<file path="config.mk">
export PLATFORM = sky130hd
export DESIGN_NAME = alu_arbiter_flat
export DESIGN_NICKNAME = d
export VERILOG_FILES = /design/src/rtl/alu_arbiter_if.sv /design/src/rtl/alu_arbiter.sv /design/src/flat_wrapper.sv
export SDC_FILE = /design/constraint.sdc
export NUM_CORES = 1
export LEC_CHECK = 0
export CAP_MARGIN = 25
export CORE_MARGIN = 1
export CORE_UTILIZATION = 35
export DETAILED_ROUTE_END_ITERATION = 16
export PLACE_DENSITY = 0.76
export SYNTH_ARGS = -nofsm -noshare
export SYNTH_HDL_FRONTEND = slang
export SYNTH_SLANG_ARGS = --single-unit
</file>
<file path="constraint.sdc">
create_clock -name clk -period 1.7 [get_ports clk]
set_input_delay 0.34 -clock clk [delete_from_list [all_inputs] [get_ports clk]]
set_output_delay 0.34 -clock clk [all_outputs]
set_load 0.005 [all_outputs]
</file>
<file path="src/rtl/alu_arbiter_if.sv">
// Bus bundle for alu_arbiter: two requester ports, the response port and the
// link to the shared ALU. The arbiter uses the slave modport. The master modport
// is for whatever drives the requests and models the ALU.
interface alu_arbiter_if #(
   parameter int DATA_W = 32
);
   logic              req0_valid;
   logic              req0_ready;
   logic [DATA_W-1:0] req0_a;
   logic [DATA_W-1:0] req0_b;
   logic [3:0]        req0_ctrl;

   logic              req1_valid;
   logic              req1_ready;
   logic [DATA_W-1:0] req1_a;
   logic [DATA_W-1:0] req1_b;
   logic [3:0]        req1_ctrl;

   logic              resp_valid;
   logic              resp_ready;
   logic              resp_id;
   logic [DATA_W-1:0] resp_result;
   logic              resp_zero;

   logic [DATA_W-1:0] alu_a;
   logic [DATA_W-1:0] alu_b;
   logic [3:0]        alu_ctrl;
   logic [DATA_W-1:0] alu_result;
   logic              alu_zero;

   modport master (
      output req0_valid, req0_a, req0_b, req0_ctrl,
      input  req0_ready,
      output req1_valid, req1_a, req1_b, req1_ctrl,
      input  req1_ready,
      input  resp_valid, resp_id, resp_result, resp_zero,
      output resp_ready,
      input  alu_a, alu_b, alu_ctrl,
      output alu_result, alu_zero
   );

   modport slave (
      input  req0_valid, req0_a, req0_b, req0_ctrl,
      output req0_ready,
      input  req1_valid, req1_a, req1_b, req1_ctrl,
      output req1_ready,
      output resp_valid, resp_id, resp_result, resp_zero,
      input  resp_ready,
      output alu_a, alu_b, alu_ctrl,
      input  alu_result, alu_zero
   );
endinterface

</file>
<file path="src/rtl/alu_arbiter.sv">
// alu_arbiter: shares one combinational ALU between two requesters.
// The block runs one operation at a time through IDLE -> EXEC -> RESP.
// Arbitration is round-robin by default.
// Defining ALU_ARB_FIXED_PRIO_EN gives requester 0 fixed priority and removes
// the last-grant pointer.
module alu_arbiter #(
   parameter int DATA_W = 32
) (
   input  logic          clk,
   input  logic          rst_n,
   alu_arbiter_if.slave  bus
);
   typedef enum logic [1:0] {IDLE, EXEC, RESP} state_t;

   typedef struct packed {
      logic [DATA_W-1:0] a;
      logic [DATA_W-1:0] b;
      logic [3:0]        ctrl;
      logic              id;
   } op_t;

   state_t            state, state_nxt;
   op_t               op_q;
   logic [DATA_W-1:0] result_q;
   logic              zero_q;
   logic              gnt0, gnt1;

`ifndef ALU_ARB_FIXED_PRIO_EN
   logic              last_id;   // 1 = requester 1 was granted most recently

   // last-grant pointer moves only on acceptance; reset value favours requester 0
   always_ff @(posedge clk) begin
      if (!rst_n)           last_id <= 1'b1;
      else if (gnt0 | gnt1) last_id <= gnt1;
   end
`endif

   // state register
   always_ff @(posedge clk) begin
      if (!rst_n) state <= IDLE;
      else        state <= state_nxt;
   end

   // grant decision and next state; a grant is offered only in IDLE and never in reset
   always_comb begin
      gnt0      = 1'b0;
      gnt1      = 1'b0;
      state_nxt = state;
      if (state == IDLE && rst_n) begin
`ifdef ALU_ARB_FIXED_PRIO_EN
         gnt0 = bus.req0_valid;
         gnt1 = bus.req1_valid & ~bus.req0_valid;
`else
         gnt0 = bus.req0_valid & (~bus.req1_valid | last_id);
         gnt1 = bus.req1_valid & (~bus.req0_valid | ~last_id);
`endif
      end
      case (state)
         IDLE:    if (gnt0 | gnt1) state_nxt = EXEC;
         EXEC:    state_nxt = RESP;
         RESP:    if (bus.resp_ready) state_nxt = IDLE;
         default: state_nxt = IDLE;
      endcase
   end

   // capture the winner's operands; the ALU only ever sees this register
   always_ff @(posedge clk) begin
      if (!rst_n) begin
         op_q <= '0;
      end else if (gnt1) begin
         op_q <= '{a: bus.req1_a, b: bus.req1_b, ctrl: bus.req1_ctrl, id: 1'b1};
      end else if (gnt0) begin
         op_q <= '{a: bus.req0_a, b: bus.req0_b, ctrl: bus.req0_ctrl, id: 1'b0};
      end
   end

   // sample the ALU output during EXEC; it is held through RESP
   always_ff @(posedge clk) begin
      if (!rst_n) begin
         result_q <= '0;
         zero_q   <= 1'b0;
      end else if (state == EXEC) begin
         result_q <= bus.alu_result;
         zero_q   <= bus.alu_zero;
      end
   end

   assign bus.req0_ready  = gnt0;
   assign bus.req1_ready  = gnt1;
   assign bus.alu_a       = op_q.a;
   assign bus.alu_b       = op_q.b;
   assign bus.alu_ctrl    = op_q.ctrl;
   assign bus.resp_valid  = (state == RESP);
   assign bus.resp_id     = op_q.id;
   assign bus.resp_result = result_q;
   assign bus.resp_zero   = zero_q;
endmodule

</file>
<file path="src/flat_wrapper.sv">
// flat-port wrapper written by rule: the top's interface ports become plain ports
module alu_arbiter_flat 
#(
   parameter int DATA_W = 32
)
  (clk, rst_n, bus_req0_valid, bus_req0_a, bus_req0_b, bus_req0_ctrl, bus_req0_ready, bus_req1_valid, bus_req1_a, bus_req1_b, bus_req1_ctrl, bus_req1_ready, bus_resp_valid, bus_resp_id, bus_resp_result, bus_resp_zero, bus_resp_ready, bus_alu_a, bus_alu_b, bus_alu_ctrl, bus_alu_result, bus_alu_zero);
  alu_arbiter_if #(.DATA_W(DATA_W)) bus_i ();
  input  logic clk;
  input  logic rst_n;
  input wire logic [$bits(bus_i.req0_valid)-1:0] bus_req0_valid;
  input wire logic [$bits(bus_i.req0_a)-1:0] bus_req0_a;
  input wire logic [$bits(bus_i.req0_b)-1:0] bus_req0_b;
  input wire logic [$bits(bus_i.req0_ctrl)-1:0] bus_req0_ctrl;
  output wire logic [$bits(bus_i.req0_ready)-1:0] bus_req0_ready;
  input wire logic [$bits(bus_i.req1_valid)-1:0] bus_req1_valid;
  input wire logic [$bits(bus_i.req1_a)-1:0] bus_req1_a;
  input wire logic [$bits(bus_i.req1_b)-1:0] bus_req1_b;
  input wire logic [$bits(bus_i.req1_ctrl)-1:0] bus_req1_ctrl;
  output wire logic [$bits(bus_i.req1_ready)-1:0] bus_req1_ready;
  output wire logic [$bits(bus_i.resp_valid)-1:0] bus_resp_valid;
  output wire logic [$bits(bus_i.resp_id)-1:0] bus_resp_id;
  output wire logic [$bits(bus_i.resp_result)-1:0] bus_resp_result;
  output wire logic [$bits(bus_i.resp_zero)-1:0] bus_resp_zero;
  input wire logic [$bits(bus_i.resp_ready)-1:0] bus_resp_ready;
  output wire logic [$bits(bus_i.alu_a)-1:0] bus_alu_a;
  output wire logic [$bits(bus_i.alu_b)-1:0] bus_alu_b;
  output wire logic [$bits(bus_i.alu_ctrl)-1:0] bus_alu_ctrl;
  input wire logic [$bits(bus_i.alu_result)-1:0] bus_alu_result;
  input wire logic [$bits(bus_i.alu_zero)-1:0] bus_alu_zero;
  assign bus_i.req0_valid = bus_req0_valid;
  assign bus_i.req0_a = bus_req0_a;
  assign bus_i.req0_b = bus_req0_b;
  assign bus_i.req0_ctrl = bus_req0_ctrl;
  assign bus_req0_ready = bus_i.req0_ready;
  assign bus_i.req1_valid = bus_req1_valid;
  assign bus_i.req1_a = bus_req1_a;
  assign bus_i.req1_b = bus_req1_b;
  assign bus_i.req1_ctrl = bus_req1_ctrl;
  assign bus_req1_ready = bus_i.req1_ready;
  assign bus_resp_valid = bus_i.resp_valid;
  assign bus_resp_id = bus_i.resp_id;
  assign bus_resp_result = bus_i.resp_result;
  assign bus_resp_zero = bus_i.resp_zero;
  assign bus_i.resp_ready = bus_resp_ready;
  assign bus_alu_a = bus_i.alu_a;
  assign bus_alu_b = bus_i.alu_b;
  assign bus_alu_ctrl = bus_i.alu_ctrl;
  assign bus_i.alu_result = bus_alu_result;
  assign bus_i.alu_zero = bus_alu_zero;
  alu_arbiter #(.DATA_W(DATA_W)) u_core (.clk(clk), .rst_n(rst_n), .bus(bus_i));
endmodule
</file>
Word level (Yosys, flattened, before mapping)
Cells that the tools add are included.
- register bits: 105
- latch bits: 0
- RAM bits: 0
- bits in read-only memories: 0
- bits of input ports: 174
- logic and storage cells: 31
- memories kept: 0
- add/sub/neg operators: 0
- multiply operators: 0
- div/mod/pow operators: 0
- order comparisons: 0
- equal/unequal tests: 4
- shift-type cells: 0
- muxes and demuxes: 7
- bitwise logic cells: 8
- reductions and logical operators: 4
- operators with widths (cell ; number):
    2-to-1 mux 69 bit ; 2
    one-hot mux 2 bit (3 select lines) ; 1
    2-to-1 mux 2 bit ; 2
    NOT 1 bit ; 3
    bitwise OR 1 bit ; 3
    AND 1 bit ; 2
    == test 2 x 1 -> 1 bit, second input constant ; 1
    == test 2 bit, second input constant ; 1
    zero test 2 bit ; 1
    2-to-1 mux 1 bit ; 2
    inequality test 2 x 1 -> 1 bit, second input constant ; 1
    inequality test 2 bit, second input constant ; 1
    AND reduction 2 bit ; 1
    nonzero test 2 bit ; 1
    logical AND 1 bit ; 1

Logic depth before layout (Yosys ltp)
- depth in word-level cells: 7
- mapped depth: 7

Worst setup path after synthesis
No wires, ideal clock.
- path type: register to output
- start: register u_core.state[1]
- end: output bus_req1_ready
- data arrival time: 1.173 ns
- required time: 1.360 ns
- setup slack: 0.187 ns
- cell stages (with the launch flop): 5
- cells stage by stage: dfxtp_1 or3b_1 buf_2 clkbuf_1 nor2_1
- word-level cells in the longest chain between the ends: 3
- ends and longest elaborated chain (item ; line ; source):
    start: declaration ; alu_arbiter.sv:22 ; state_t state, state_nxt;
    start signal: assignment ; alu_arbiter.sv:41 ; else state <= state_nxt;
    zero test 2 bit ; alu_arbiter.sv:49 ; if (state == IDLE && rst_n) begin
    logical AND 1 bit ; alu_arbiter.sv:49 ;
    2-to-1 mux 1 bit ; alu_arbiter.sv:49 ;
    end: declaration ; flat_wrapper.sv:19 ; output wire logic [$bits(bus_i.req1_ready)-1:0] bus_req1_ready;
Every way passes these cells.

Worst setup path after layout
- start: register u_core.state[1]
- end: output bus_req0_ready
- word-level cells in the longest chain between the ends: 3
- ends and longest elaborated chain (item ; line ; source):
    zero test 2 bit ; alu_arbiter.sv:49 ;
    logical AND 1 bit ; alu_arbiter.sv:49 ;
    2-to-1 mux 1 bit ; alu_arbiter.sv:49 ;
    end: declaration ; flat_wrapper.sv:14 ; output wire logic [$bits(bus_i.req0_ready)-1:0] bus_req0_ready;
Every way passes these cells.

==> results.yml <==
timing:
  setup_violations: 4
  worst_slack_ns: -0.0770
  rsz0062_at_grt: "yes"
  hold_slack_ns: 0.455
  hold_violations: 0
  fmax_ghz: 0.563
  final_max_slew_viol_count: 0
  period_needed_ns: 1.78
  tightest_slew_ns: 0.554
  finalClockSkew_ns: 0.00515
  max_slew_margin_pct: 63.1
  post-route-period-util_pct: 105
routing:
  dr.pass1.iters: 6
  drc: 0
  drtIter0Drc: 294
  viasPerCell: 5.61
  wire_per_inst_um: 18.9
  vias: 5670
  postRouteAntennaNets: 0
  wirelength_um: 19100
floorplan:
  die-area_um2: 13800
  die_y_um: 117
  num_rows: 41
  core_um2: 12800
  start_util_pct: 36.5
  io_pins: 279
  die_width_um: 117
final_layout:
  layout_commonest_cell: "clkdlybuf4s50_1"
  drive_above_1_share_pct: 20.3
  antenna_cells: 0
  layout.nets: 1009
  fillers: 964
  final_area_um2: 8800
  final_cells: 1011
  final_cell_mix: "273 x clkdlybuf4s50_1, 103 x dfxtp_1, 68 x o21ai_1, 68 x nand3_1, 66 x nand2_1"
  fin_util_pct: 68.9
  area_delta_synth_final_pct: 89.0
power_and_ir_drop:
  p_per_area_nw_per_um2: 815
  ir_drop_uv: 490
  p_leak_nw: 2.94
synth:
  syn_nets: 742
  syn_inst: 568
  syn_avg_cell_area_um2: 8.20
  synth_top_family_by_area: "compound AO/OA/AOI/OAI gates"
  synth-xor-area-share_pct: 0
  seq_area_frac_synth_pct: 45.1
  yosys_register_bits: 105
  synth_compound_area_share_pct: 33.3
  synthMuxAreaShare_pct: 0
  yosysWarningCount: 0
  synthAdderAreaFrac_pct: 0
  synth_cell_type_count: 26
  yosys.area_share.simple_pct: 14.2
  synth_area_um2: 4660
global_routing:
  antenna_found_initial: 1
  grt.total_usage_pct: 25.6
  grt_overflow: 0
  grt_pass1_wl_um: 28400
  grt_max_degree: 70
  grt_pass1_vias: 5507
hold_path:
  hp-class: "flop to flop"
  holdPathEnd: "u_core.bus.resp_result[11]$_SDFFE_PN0N_"
  holdPathStages: 2
  hp-start: "u_core.bus.resp_result[11]$_SDFFE_PN0N_"
worst_setup_path:
  critPathArrivalTime_ns: 1.44
  r2r-end: "u_core.bus.alu_a[5]$_SDFFE_PN0P_"
  ff2ff_path_depth: 7
  path_class: "flop to output port"
  end_kind: "output port"
  critPathMaxFanout: 2
  crit_path_start_kind: "flop"
  r2r_slack_ns: -0.02
  crit_start: "u_core.state[1]$_SDFFE_PN0P_"
  cp.required_ns: 1.36
  r2r-start: "u_core.state[1]$_SDFFE_PN0P_"
clock_tree:
  hold_buffers: 0
  numCtsBuffers: 9
  cts_tree: "yes"
  cts.path.max_buffers: 2
  cts-root-buf: "clkbuf_16"
  clk_latency_ns: 0.35
  cts.sinks: 105
  path_clk_slew_ns: 0.07
  cts_htree_levels: 3
placement:
  port_buffers: 278
  dp_cells: 977
  pre_cts_ws_ns: -0.685
  gp_congestion: 0.842
  dpl_cell_area_um2: 7680
  dp_hpwl_um: 12000
status:
  status: "finished with violations"
  violations: "setup timing"
run:
  cap_viol_max_count: 0
## logic make-up after synthesis
| family | Yosys count |
|---|---|
| DFF | 105 |
| AOI/OAI and AO/OA | 243 |
| buffers and inverters | 75 |
| and+or+nand+nor | 145 |
## worst max-delay path: stages, from the launching register on
cell	delay, ns
dfxtp_2	0.33
buf_6	0.11
nor3b_4	0.22
buf_4	0.15
and3_4	0.19
buf_6	0.10
## sequential cells by signal (all words and copies together), names as in the netlist
register / flops
u_core.bus.alu_a: 32
u_core.bus.alu_b: 32
u_core.bus.alu_ctrl: 4
u_core.bus.resp_id: 1
u_core.bus.resp_result: 32
u_core.bus.resp_zero: 1
u_core.last_id: 1
u_core.state: 2
## Yosys cell counts
library cell / n / area (um^2)
or3b_1: 1 / 8.76
and2_1: 1 / 6.26
buf_6: 3 / 33.8
a311oi_2: 10 / 150
nand2_1: 66 / 248
or2_1: 1 / 6.26
nor3b_2: 1 / 12.5
clkbuf_1: 41 / 154
nand2b_1: 3 / 18.8
o221ai_1: 1 / 8.76
a31oi_1: 1 / 6.26
a21bo_2: 1 / 10.0
nor2_1: 1 / 3.75
buf_2: 23 / 115
nor2b_1: 2 / 12.5
o21a_1: 1 / 7.51
a21oi_1: 102 / 510
o21ai_1: 68 / 340
a21boi_2: 1 / 11.3
nand3_1: 68 / 340
buf_4: 2 / 15.0
buf_1: 3 / 11.3
inv_1: 3 / 11.3
and3_1: 1 / 6.26
dfxtp_1: 105 / 2100
a311oi_1: 58 / 508
## layout make-up
type,count,area (um^2),area share [%]
multi-input cells,388,2660,30.2
clock buffers,13,260,2.96
inverters,3,12.5,0.142
clock inverters,2,37.5,0.426
flip-flops and latches,105,2100,23.9
well taps,172,215,2.44
repair buffers,328,3510,39.9
## power breakdown
part	total, mW	internal, mW	switching [mW]
Sequential	2.82	2.68	0.142
Combinational	2.23	1.26	0.970
Clock	2.12	1.22	0.901
Total	7.17	5.16	2.01
## per-stage QoR
step                      TNS (ns)  total power, mW
after global routing         -1.37             7.45
after detailed placement    -46.81             4.68
after global placement      -39.16             4.63
after CTS                   -0.244             6.88
after floorplan                  0             3.59
final                       -0.158             7.17
## worst max path at each step
stage                                       end  slack, ns  cells after the start
2_1_floorplan                    bus_req1_ready       0.19                      4
3_3_place_gp                     bus_req1_ready      -0.60                      4
3_5_place_dp   u_core.bus.alu_a[6]$_SDFFE_PN0P_      -0.69                      8
4_1_cts                          bus_req1_ready      -0.09                      3
5_1_grt        u_core.bus.alu_a[5]$_SDFFE_PN0P_      -0.13                      6
6_report                         bus_req0_ready      -0.08                      5
## metal layers
layer  global-route usage, %  vias up  part of all wire [%]
met2                    43.9      289                    49
met1                    28.7     2686                    39
met4                    14.4        0                   3.6
met3                    6.52       49                   8.2
met5                       0        -                     0
li1                        -     2646                     -
## repair_timing
| item | in CTS | in global routing |
|---|---|---|
| endpoints found under the setup margin | 74 | 70 |
| cloned | 3 | 7 |
| resized for setup | 24 | 104 |
| buffers inserted | 4 | 6 |
| pin swaps | 3 | 10 |
No activity file was read; power rests on OpenSTA's default activity.
